**src/rtl/mem_bus_arbiter.sv**
```systemverilog
// Two-requester (icache/dcache) arbiter for the single memory port, with a
// per-tag ownership table that steers returned load data to its requester.
module mem_bus_arbiter #(
  parameter int STARVE_LIMIT = 4,
  parameter int NUM_TAGS     = 16
) (
  input  logic        clock,
  input  logic        reset,

  input  logic [1:0]  icache2arb_command,
  input  logic [63:0] icache2arb_addr,
  output logic [3:0]  arb2icache_response,
  output logic [3:0]  arb2icache_tag,
  output logic [63:0] arb2icache_data,

  input  logic [1:0]  dcache2arb_command,
  input  logic [63:0] dcache2arb_addr,
  input  logic [63:0] dcache2arb_data,
  output logic [3:0]  arb2dcache_response,
  output logic [3:0]  arb2dcache_tag,
  output logic [63:0] arb2dcache_data,

  output logic [1:0]  proc2mem_command,
  output logic [63:0] proc2mem_addr,
  output logic [63:0] proc2mem_data,

  input  logic [3:0]  mem2proc_response,
  input  logic [3:0]  mem2proc_tag,
  input  logic [63:0] mem2proc_data,

  output logic        grant_icache,
  output logic        stray_tag
);

  typedef enum logic [1:0] {
    BUS_NONE  = 2'd0,
    BUS_LOAD  = 2'd1,
    BUS_STORE = 2'd2
  } bus_cmd_e;

  localparam logic [3:0] LIMIT    = 4'(STARVE_LIMIT);
  localparam logic       OWNER_IC = 1'b0;
  localparam logic       OWNER_DC = 1'b1;

  logic [3:0]          starve_cnt_q, starve_cnt_d;
  logic [NUM_TAGS-1:0] valid_q, valid_d;
  logic [NUM_TAGS-1:0] owner_q, owner_d;

  logic ic_req, dc_req, grant_ic, grant_dc, load_fwd;
  logic ret_in_range, resp_in_range, ret_entry_valid, ret_entry_owner, ret_hit;

  // Arbitration. Outputs are gated by reset so that asserting it drops every
  // state-derived output at once, without waiting for a clock edge.
  always_comb begin
    ic_req   = (icache2arb_command == BUS_LOAD);
    dc_req   = (dcache2arb_command == BUS_LOAD) || (dcache2arb_command == BUS_STORE);
    grant_ic = reset && ic_req && (!dc_req || (starve_cnt_q == LIMIT));
    grant_dc = reset && dc_req && !grant_ic;
    load_fwd = grant_ic || (grant_dc && (dcache2arb_command == BUS_LOAD));
  end

  always_comb begin
    ret_in_range    = (32'(mem2proc_tag) < NUM_TAGS);
    resp_in_range   = (32'(mem2proc_response) < NUM_TAGS);
    ret_entry_valid = ret_in_range ? valid_q[mem2proc_tag] : 1'b0;
    ret_entry_owner = ret_in_range ? owner_q[mem2proc_tag] : OWNER_IC;
    ret_hit         = reset && (mem2proc_tag != 4'd0) && ret_entry_valid;
  end

  always_comb begin
    proc2mem_command = BUS_NONE;
    proc2mem_addr    = 64'd0;
    proc2mem_data    = 64'd0;
    if (grant_ic) begin
      proc2mem_command = BUS_LOAD;
      proc2mem_addr    = icache2arb_addr;
    end else if (grant_dc) begin
      proc2mem_command = dcache2arb_command;
      proc2mem_addr    = dcache2arb_addr;
      proc2mem_data    = dcache2arb_data;
    end

    arb2icache_response = grant_ic ? mem2proc_response : 4'd0;
    arb2dcache_response = grant_dc ? mem2proc_response : 4'd0;
    arb2icache_tag      = (ret_hit && ret_entry_owner == OWNER_IC) ? mem2proc_tag : 4'd0;
    arb2dcache_tag      = (ret_hit && ret_entry_owner == OWNER_DC) ? mem2proc_tag : 4'd0;
    arb2icache_data     = mem2proc_data;
    arb2dcache_data     = mem2proc_data;
    grant_icache        = grant_ic;
    stray_tag           = reset && (mem2proc_tag != 4'd0) && !ret_entry_valid;
  end

  always_comb begin
    valid_d      = valid_q;
    owner_d      = owner_q;
    starve_cnt_d = 4'd0;

    // NOTE: blocking assignments in always_comb run in order, so placing the
    // set after the clear makes a same-cycle reuse of a returning tag win.
    if (ret_hit) begin
      valid_d[mem2proc_tag] = 1'b0;
    end
    if (load_fwd && (mem2proc_response != 4'd0) && resp_in_range) begin
      valid_d[mem2proc_response] = 1'b1;
      owner_d[mem2proc_response] = grant_dc ? OWNER_DC : OWNER_IC;
    end

    if (ic_req && !grant_ic) begin
      starve_cnt_d = (starve_cnt_q == LIMIT) ? starve_cnt_q : starve_cnt_q + 4'd1;
    end
  end

  // NOTE: the tag table must be reset, because loads in flight across reset
  // have to be seen as strays rather than routed by stale valid bits.
  always_ff @(posedge clock or negedge reset) begin
    if (!reset) begin
      starve_cnt_q <= 4'd0;
      valid_q      <= '0;
      owner_q      <= '0;
    end else begin
      starve_cnt_q <= starve_cnt_d;
      valid_q      <= valid_d;
      owner_q      <= owner_d;
    end
  end

endmodule

```
**config.mk**
```make
export PLATFORM = sky130hd
export DESIGN_NAME = mem_bus_arbiter
export DESIGN_NICKNAME = d
export VERILOG_FILES = /design/src/rtl/mem_bus_arbiter.sv
export SDC_FILE = /design/constraint.sdc
export NUM_CORES = 1
export LEC_CHECK = 0
export BUFFER_PORTS_ARGS = -buffer_cell sky130_fd_sc_hd__buf_2
export CAP_MARGIN = 20
export CORE_AREA = 2 2 209 211
export CTS_BUF_LIST = sky130_fd_sc_hd__clkbuf_8
export CTS_CLUSTER_SIZE = 40
export DETAILED_ROUTE_END_ITERATION = 16
export DIE_AREA = 0 0 211 213
export GPL_TIMING_DRIVEN = 0
export PLACE_DENSITY = 0.42
export SYNTH_ARGS = -nofsm -noshare
export SYNTH_HDL_FRONTEND = slang
export SYNTH_SLANG_ARGS = --single-unit
```
**constraint.sdc**
```tcl
create_clock -name clock -period 2.2 [get_ports clock]
set_input_delay 0.33 -clock clock [delete_from_list [all_inputs] [get_ports clock]]
set_output_delay 0.33 -clock clock [all_outputs]
set_load 0.03 [all_outputs]
```
==> flow_summary.json, run 1 <==
{
  "cts.clk_slew.worst_paths_ns": 0.07,
  "grt_start_max_net_pins": 43,
  "synth-async-reset-ratio_pct": 100.0,
  "hold_class": "in2async",
  "first_global_vias": 5438,
  "antenna_found_initial": 5,
  "final_util_pct": 22.16,
  "drv_slew": 0,
  "period_needed_ns": 2.488,
  "ys_ff_latch": 36,
  "crit_chain": "inv_2, ha_4, and3b_1, buf_6, nand2_2, and3_4, buf_12, buf_12, a22o_4, buf_8",
  "syn_nets": 761,
  "clock_path_buffers": 2,
  "ios": 546,
  "worstPathRequired_ns": 1.87,
  "top_layer": "met5",
  "synth_edf_count": 0,
  "worst_path_dominant_cell_family": "buffers and inverters",
  "r2r.worst_path.cells": 10,
  "final.setup_skew_ns": 0.005149,
  "ctsRootBufferMaster": "clkbuf_8",
  "endpoint_kind": "primary output",
  "r2r-start": "starve_cnt_q[1]",
  "wl_met1_um": 9873,
  "first_pass_iters": 4,
  "critPathMaxStageDelay_ns": 0.40,
  "dp_slack_ns": -0.9112,
  "insertion_delay_ns": 0.28,
  "critPathSlowestCell": "dfrtp_1",
  "drc_errors": 0,
  "met3_length_um": 1699,
  "cp-startpoint": "starve_cnt_q[1]",
  "place.gp.congestion": 0.8765,
  "hpwl_um": 22550,
  "rows": 76,
  "nets": 1271,
  "drive_gt1_share_pct": 81.16,
  "hold_viol": 0,
  "final_cells": 1545,
  "die_h_um": 213,
  "ff_latch_area_um2": 900.9,
  "core-area_um2": 42700,
  "ant_nets": 0,
  "path_max_fanout": 5,
  "n_fill_cell": 4672,
  "cts_tree": "yes",
  "worstSetupPathType": "reg2out",
  "setup_violations": 142,
  "synth.distinct_cells": 50,
  "syn_avg_cell_area_um2": 8.784,
  "die_w_um": 211,
  "post-route-period-util_pct": 113.1,
  "io_buffers": 480,
  "peakVddDrop_uv": 201.5,
  "yosysWarnings": 0,
  "clkSinkCount": 36,
  "cts_made_buffers": 5,
  "timing.final.ws_setup_ns": -0.2879,
  "grt_overflow": 0,
  "avgRoutedWirePerCell_um": 17.21,
  "ys.flop_type": "dfrtp_1",
  "dp.cells": 1514,
  "via_per_inst": 3.660,
  "grt_usage_pct": 10.75,
  "wl_met2_um": 13550,
  "cp_num_buf_inv": 5,
  "rsz0062_at_grt": "true",
  "regToRegSetupSlack_ns": 0.07,
  "p_per_area_nw_per_um2": 391.6,
  "start_util_pct": 10.04,
  "syn_inst": 488,
  "vias": 5654,
  "maxCapViolCount": 0,
  "cp-endpoint": "proc2mem_addr[61]",
  "drtIter0Drc": 189,
  "power.static_leakage_nw": 4.914,
  "cp-start-kind": "flip-flop",
  "htreeDepth": 2,
  "area_growth_pct": 120.8,
  "multi_input_area_um2": 2566,
  "worst_pin_slew_ns": 0.7090,
  "dieArea_um2": 44940,
  "routed_wl_um": 26590,
  "grt_pass1_wl_um": 35130,
  "seq_area_frac_synth_pct": 21.02,
  "syn_area_um2": 4287,
  "status": "finished, violations left",
  "setup-tns-final_ns": -30.47,
  "rr_endpoint": "owner_q[7]",
  "slew_headroom_pct": 52.68,
  "critical_path_depth": 10,
  "path_common_cell": "buf_12",
  "fmax_ghz": 0.4019,
  "violations": "setup timing",
  "crit_arrival_ns": 2.16
}
[synth_stat cells, types with 4 or more instances]
cell / n / area (um2)
nor3_1: 15 / 75.07
mux2_2: 21 / 236.5
clkbuf_1: 10 / 37.54
nand2_1: 9 / 33.78
inv_1: 9 / 33.78
buf_2: 17 / 85.08
dfrtp_1: 36 / 900.9
nor2_1: 9 / 33.78
a22o_1: 64 / 560.5
o2111ai_1: 4 / 35.03
a21o_1: 10 / 75.07
nand4_1: 8 / 50.05
and2_1: 74 / 462.9
nor2b_1: 6 / 37.54
nand2b_1: 7 / 43.79
buf_4: 130 / 975.9
[registers in the layout (all words and copies together) (netlist names)]
| signal | count |
|---|---|
| valid_q | 16 |
| owner_q | 16 |
| starve_cnt_q | 4 |
[cells in the final DEF, fill, tap and decap left out, types with 3 or more instances in the layout]
cell       instances
buf_4            149
buf_2            331
o2111ai_1          4
nand2b_1           7
a22o_4             7
nor2b_1            4
clkbuf_16          6
o2111a_1           3
buf_12            10
mux2_2            20
a22o_1            57
nand2_1            7
o31ai_1            3
o41ai_1            3
buf_6            133
and2_1             4
nor2_1             8
and2_4            71
nor3_2             7
nand4_1            8
nor3_1             7
clkbuf_8          10
a211oi_2           3
dfrtp_1           36
inv_1              7
a21o_1            10
buf_8             29
mux4_2             4
[worst min path at each step]
| stage | start | endpoint | cells after the start |
|---|---|---|---|
| 2_1_floorplan | reset | owner_q[0] | 0 |
| 3_3_place_gp | valid_q[0] | valid_q[0] | 1 |
| 3_5_place_dp | valid_q[0] | valid_q[0] | 1 |
| 4_1_cts | reset | owner_q[0] | 1 |
| 5_1_grt | reset | owner_q[3] | 2 |
| 6_report | reset | owner_q[2] | 2 |
[layer usage]
layer / up-vias / global-route usage [%]
li1: 2625 / -
met4: 6 / 5.585
met3: 54 / 1.780
met1: 2631 / 12.02
met5: - / 0
met2: 338 / 19.58
[cell families after synthesis]
group | count (synthesis) | synth area share [%]
AO/OA/AOI/OAI | 103 | 20.67
multiplexers | 30 | 9.253
AND/OR/NAND/NOR | 141 | 19.50
XOR/XNOR | 2 | 0.4087
adder cells (fa/ha/maj) | 3 | 0.8758
flip-flops | 36 | 21.02
buffers and inverters | 173 | 28.28
[power by group]
group | internal, mW | switching (mW) | total (mW)
logic | 1.14 | 1.26 | 2.40
registers | 0.754 | 0.0491 | 0.803
clock network | 0.279 | 0.224 | 0.502
total | 2.17 | 1.54 | 3.71
[stage by stage]
| step | power (mW) | area (um2) | hold WS [ns] |
|---|---|---|---|
| 2_1_floorplan | 2.021 | 4292 | 0.03441 |
| 3_3_place_gp | 2.682 | 7377 | 0.4394 |
| 3_5_place_dp | 2.688 | 7377 | 0.4497 |
| 4_1_cts | 3.578 | 8866 | 0.04085 |
| 5_1_grt | 3.884 | 9463 | 0.02796 |
| 6_report | 3.706 | 9463 | 0.02894 |
[worst register-to-register path: cells and delay by family, from the launching register on]
family,cells,cell delay (ns)
multiplexers,1,0.38
AND/OR/NAND/NOR,3,0.57
flip-flops,1,0.40
buffers and inverters,5,0.54
adder cells (fa/ha/maj),1,0.13
[layout make-up]
cell class                      instances  share of cell area (%)
Inverter                               10                  0.4099
Timing Repair Buffer                  504                   39.20
Multi-Input combinational cell        279                   27.12
Sequential cell                        36                   9.520
Buffer                                162                   15.48
Antenna cell                            1                 0.02644
Tap cell                              546                   7.219
Clock buffer                            7                   1.018
[what timing repair did]
| action | in CTS | in global routing |
|---|---|---|
| hold buffers | 0 | 1 |
| cloned | 5 | 5 |
| pin swaps | 26 | 21 |
| buffers inserted | 10 | 3 |
| setup endpoints to repair | 161 | 153 |
| endpoints found under the hold margin | 0 | 36 |
| resized for setup | 396 | 127 |
(Power assumes the default switching activity.)
==> run 2, diff against run 1 <==
CTS_BUF_LIST = sky130_fd_sc_hd__clkbuf_4 sky130_fd_sc_hd__clkbuf_8   (was sky130_fd_sc_hd__clkbuf_8)
PLACE_DENSITY = not set   (was 0.42)
PLACE_DENSITY_LB_ADDON = 0.12   (was not set)
==> run 2 against run 1 <==
Against the previous run:
- clock skew up 0.0073 ns
- sequential share of layout area up 0.088 points
- largest power group unchanged
- power down 1.2%
- setup slack worse by 0.040 ns
- wire length down 3.6%
- the run still ends with setup timing left
==> flow_summary.json, run 2 (synthesis results as in run 1) <==
{
  "status": "finished, violations left",
  "violations": "setup timing",
  "multi_input_area_um2": 2564,
  "insertion_delay_ns": 0.30,
  "critPathMaxStageDelay_ns": 0.40,
  "io_buffers": 480,
  "r2r-start": "starve_cnt_q[0]",
  "drive_gt1_share_pct": 80.40,
  "die_w_um": 211,
  "worstSetupPathType": "reg2out",
  "final.setup_skew_ns": 0.01244,
  "drv_slew": 0,
  "worst_pin_slew_ns": 0.7090,
  "dp_slack_ns": -1.045,
  "endpoint_kind": "primary output",
  "dp.cells": 1514,
  "hold_class": "in2async",
  "final_area_um2": 9376,
  "htreeDepth": 2,
  "largest_registers": "owner_q x16, valid_q x16, starve_cnt_q x4",
  "routed_wl_um": 25630,
  "final_cells": 1546,
  "period_needed_ns": 2.528,
  "r2r.worst_path.cells": 10,
  "hold_viol": 0,
  "worst_path_dominant_cell_family": "buffers and inverters",
  "power.static_leakage_nw": 4.885,
  "ios": 546,
  "antenna_found_initial": 1,
  "most-common-layout-cells": "buf_2 (333), buf_6 (148), buf_4 (146)",
  "slew_headroom_pct": 52.12,
  "drtIter0Drc": 147,
  "rows": 76,
  "cts_made_buffers": 5,
  "cp-endpoint": "proc2mem_addr[18]",
  "final_util_pct": 21.96,
  "ff_latch_area_um2": 900.9,
  "critPathSlowestCell": "dfrtp_1",
  "cts.clk_slew.worst_paths_ns": 0.09,
  "setup_violations": 142,
  "grt_start_max_net_pins": 37,
  "crit_chain": "inv_2, ha_4, and3b_1, buf_6, nand2_2, and3_4, buf_16, buf_12, a22o_4, buf_6",
  "p_per_area_nw_per_um2": 390.3,
  "path_common_cell": "buf_6",
  "worstPathRequired_ns": 1.87,
  "rr_endpoint": "owner_q[5]",
  "fmax_ghz": 0.3955,
  "die_h_um": 213,
  "diodes": 0,
  "mostFrequentLayoutCell": "buf_2",
  "crit_arrival_ns": 2.20,
  "dpl_cell_area_um2": 7377,
  "maxCapViolCount": 0,
  "start_util_pct": 10.04,
  "cts_tree": "yes",
  "ant_nets": 0,
  "clock_path_buffers": 2,
  "place.gp.congestion": 0.8705,
  "rsz0062_at_grt": "true",
  "clkSinkCount": 36,
  "hpwl_um": 21080,
  "vias": 5499,
  "grt_overflow": 0,
  "critical_path_depth": 10,
  "via_per_inst": 3.557,
  "grt_pass1_wl_um": 34820,
  "post-route-period-util_pct": 114.9,
  "cp-start-kind": "flip-flop",
  "regToRegSetupSlack_ns": 0.03,
  "dieArea_um2": 44940,
  "cp-startpoint": "starve_cnt_q[0]",
  "ctsRootBufferMaster": "clkbuf_8",
  "setup-tns-final_ns": -34.37,
  "core-area_um2": 42700,
  "peakVddDrop_uv": 177.9,
  "timing.final.ws_setup_ns": -0.3282,
  "cp_num_buf_inv": 5,
  "area_growth_pct": 118.7,
  "first_pass_iters": 6,
  "first_global_vias": 5388,
  "n_fill_cell": 4687,
  "nets": 1272,
  "avgRoutedWirePerCell_um": 16.58,
  "drc_errors": 0,
  "grt_usage_pct": 10.53,
  "path_max_fanout": 8
}
[run 2: changes by cell type in the layout (fill, tap and decap cells not counted), moves of 2 or more]
cell,before,now
buf_8,29,13
and2_4,71,66
buf_6,133,148
buf_4,149,146
buf_2,331,333
clkbuf_4,0,2
mux2i_2,2,0
and2_1,4,9
clkinv_2,1,3
mux2i_4,1,3
[run 2: stage by stage]
step                      power [mW]  hold slack (ns)
final                          3.660          0.03990
after global routing           3.852          0.05877
after CTS                      3.645          0.05743
after detailed placement       2.669           0.4469
after global placement         2.681           0.4417
after floorplan                2.021          0.03441
[run 2: cell type report]
class                   instances  share of cell area, %
clock buffers                   5                 0.7339
multi-input cells             279                  27.34
plain buffers                 162                  15.55
repair buffers                505                  38.87
flip-flops and latches         36                  9.608
well taps                     546                  7.286
inverters                      10                 0.4137
clock inverters                 3                 0.2002
[run 2: repair_timing]
item	CTS	global route
hold buffers	1	0
pin swaps	50	5
cloned	7	4
setup buffers	9	5
endpoints found under the setup margin	161	152
endpoints found under the hold margin	36	0
gates resized for setup	459	38
[run 2: power by group]
part / leakage [nW] / internal, mW / total (mW) / switching [mW]
Combinational: 4.35 / 1.12 / 2.36 / 1.24
Sequential: 0.483 / 0.753 / 0.804 / 0.0505
Clock: 0.0479 / 0.221 / 0.492 / 0.271
[run 2: worst min path at each step]
stage / start / end / slack (ns) / depth (start not counted)
floorplan: reset / owner_q[0] / 0.03 / 0
global placement: valid_q[0] / valid_q[0] / 0.44 / 1
detailed placement: valid_q[0] / valid_q[0] / 0.45 / 1
CTS: reset / valid_q[14] / 0.06 / 2
global route: reset / owner_q[5] / 0.06 / 2
finish: reset / valid_q[0] / 0.04 / 2
[run 2: metal layers]
| layer | GRT usage (%) | up-vias | routed length [um] |
|---|---|---|---|
| li1 | - | 2624 | - |
| met3 | 1.544 | 19 | 1488 |
| met5 | 0 | - | 13 |
| met4 | 2.695 | 2 | 549 |
| met1 | 11.46 | 2562 | 9399 |
| met2 | 21.02 | 292 | 14170 |
==> run 3, diff against run 2 <==
PLACE_DENSITY = 0.31   (was not set)
PLACE_DENSITY_LB_ADDON = not set   (was 0.12)
==> run 3 against run 2 <==
Against the previous run:
- critical path type unchanged
- the run still ends with setup timing left
- sequential power hardly changed
- non-clock buffer count rose by 12
- clock skew down 0.0087 ns
- highest routed layer unchanged
==> flow_summary.json, run 3 (synthesis results as in run 1) <==
{
  "path_max_fanout": 5,
  "insertion_delay_ns": 0.29,
  "cts_made_buffers": 5,
  "htreeDepth": 2,
  "hold_viol": 0,
  "antenna_found_initial": 6,
  "via_per_inst": 3.584,
  "wl_met1_um": 10280,
  "final_area_um2": 9724,
  "cts.clk_slew.worst_paths_ns": 0.08,
  "post-route-period-util_pct": 113.0,
  "top_layer": "met5",
  "peakVddDrop_uv": 201.9,
  "design_power_total_mw": 3.791,
  "dp_slack_ns": -1.036,
  "most-common-layout-cells": "buf_2 (331), buf_4 (149), buf_6 (137)",
  "routed_wl_um": 29080,
  "ios": 546,
  "rows": 76,
  "maxCapViolCount": 0,
  "regToRegSetupSlack_ns": 0.05,
  "first_global_vias": 5598,
  "grt_pass1_wl_um": 38030,
  "status": "finished, violations left",
  "setup_violations": 146,
  "final.setup_skew_ns": 0.003769,
  "r2r.worst_path.cells": 9,
  "mostFrequentLayoutCell": "buf_2",
  "start_util_pct": 10.04,
  "largest_registers": "owner_q x16, valid_q x16, starve_cnt_q x4",
  "die_w_um": 211,
  "dieArea_um2": 44940,
  "place.gp.congestion": 0.8561,
  "rsz0062_at_grt": "true",
  "r2r-start": "starve_cnt_q[1]",
  "grt_start_max_net_pins": 37,
  "first_pass_iters": 4,
  "ctsRootBufferMaster": "clkbuf_8",
  "n_fill_cell": 4742,
  "drive_gt1_share_pct": 81.32,
  "ff_latch_area_um2": 900.9,
  "cts_tree": "yes",
  "core-area_um2": 42700,
  "area_growth_pct": 126.9,
  "vias": 5591,
  "avgRoutedWirePerCell_um": 18.64,
  "rr_endpoint": "owner_q[7]",
  "drv_slew": 0,
  "timing.final.ws_setup_ns": -0.2862,
  "worstPathRequired_ns": 1.87,
  "wl_met2_um": 15750,
  "drtIter0Drc": 131,
  "period_needed_ns": 2.486,
  "slew_headroom_pct": 47.59,
  "die_h_um": 213,
  "hold_class": "in2async",
  "io_buffers": 480,
  "ant_nets": 0,
  "hpwl_um": 24330,
  "drc_errors": 0,
  "worst_pin_slew_ns": 0.7853,
  "dpl_cell_area_um2": 7377,
  "multi_input_area_um2": 2594,
  "clock_path_buffers": 2,
  "clkSinkCount": 36,
  "power.static_leakage_nw": 5.029,
  "fmax_ghz": 0.4022,
  "grt_overflow": 0,
  "endpoint_kind": "primary output",
  "worstSetupPathType": "reg2out",
  "met3_length_um": 1772,
  "nets": 1284,
  "violations": "setup timing",
  "crit_arrival_ns": 2.16,
  "grt_usage_pct": 11.71,
  "p_per_area_nw_per_um2": 389.8,
  "cp-start-kind": "flip-flop"
}
-- run 3: changes by cell type in the layout (fill, tap and decap cells not counted), sizes merged --
cell	delta
clkinv	-3
clkbuf	+7
bufbuf	+1
diode	+2
buf	+7
-- run 3: power by group --
group	switching [mW]	internal (mW)
Combinational	1.29	1.17
Sequential	0.0489	0.754
Clock	0.243	0.281
-- run 3: per-layer routing --
layer,global-route usage [%],up-vias
met5,0,-
met4,5.391,8
met3,2.030,43
met2,22.89,309
met1,12.05,2578
li1,-,2653
-- run 3: what timing repair did --
action / CTS / global route
endpoints found under the setup margin: 163 / 154
gates cloned: 10 / 7
pin swaps: 72 / 37
gates resized for setup: 490 / 56
hold buffers: 1 / 0
setup buffers: 10 / 10
hold endpoints to repair: 36 / 0
-- run 3: worst max-delay path by stage --
stage | slack, ns | end | startpoint | depth (start not counted)
floorplan | -0.22 | arb2icache_tag[0] | mem2proc_tag[0] | 5
global placement | -1.04 | proc2mem_data[1] | reset | 6
detailed placement | -1.04 | proc2mem_data[1] | reset | 6
CTS | -0.32 | proc2mem_addr[39] | starve_cnt_q[0] | 11
global route | -0.37 | proc2mem_addr[21] | starve_cnt_q[1] | 10
finish | -0.29 | proc2mem_addr[21] | starve_cnt_q[1] | 10
-- run 3: area by class of cell --
cell class | instances | area share [%]
Antenna cell | 2 | 0.05147
Buffer | 161 | 14.90
Clock buffer | 8 | 1.004
Inverter | 10 | 0.3989
Multi-Input combinational cell | 279 | 26.67
Sequential cell | 36 | 9.264
Tap cell | 546 | 7.025
Timing Repair Buffer | 518 | 40.68
-- run 3: worst max-delay path, cell delays in order (launching register included) --
cell and delay, ns:
dfrtp_1 0.38, inv_2 0.06, ha_4 0.15, and3b_2 0.22, o21ai_2 0.12, nor2b_1 0.07, buf_6 0.15, clkbuf_16 0.17
clkbuf_16 0.16, a22o_4 0.26, buf_6 0.14
-- run 3: stage by stage --
stage | hold slack [ns] | util, % | TNS [ns] | cells
finish | 0.03552 | 22.78 | -27.62 | 1560
global route | 0.04567 | 22.78 | -43.00 | 1560
CTS | 0.04023 | 21.75 | -38.35 | 1542
detailed placement | 0.4560 | 17.28 | -108.39 | 1514
global placement | 0.4482 | 17.28 | -109.66 | 1514
floorplan | 0.03441 | - | -0.6505 | 488
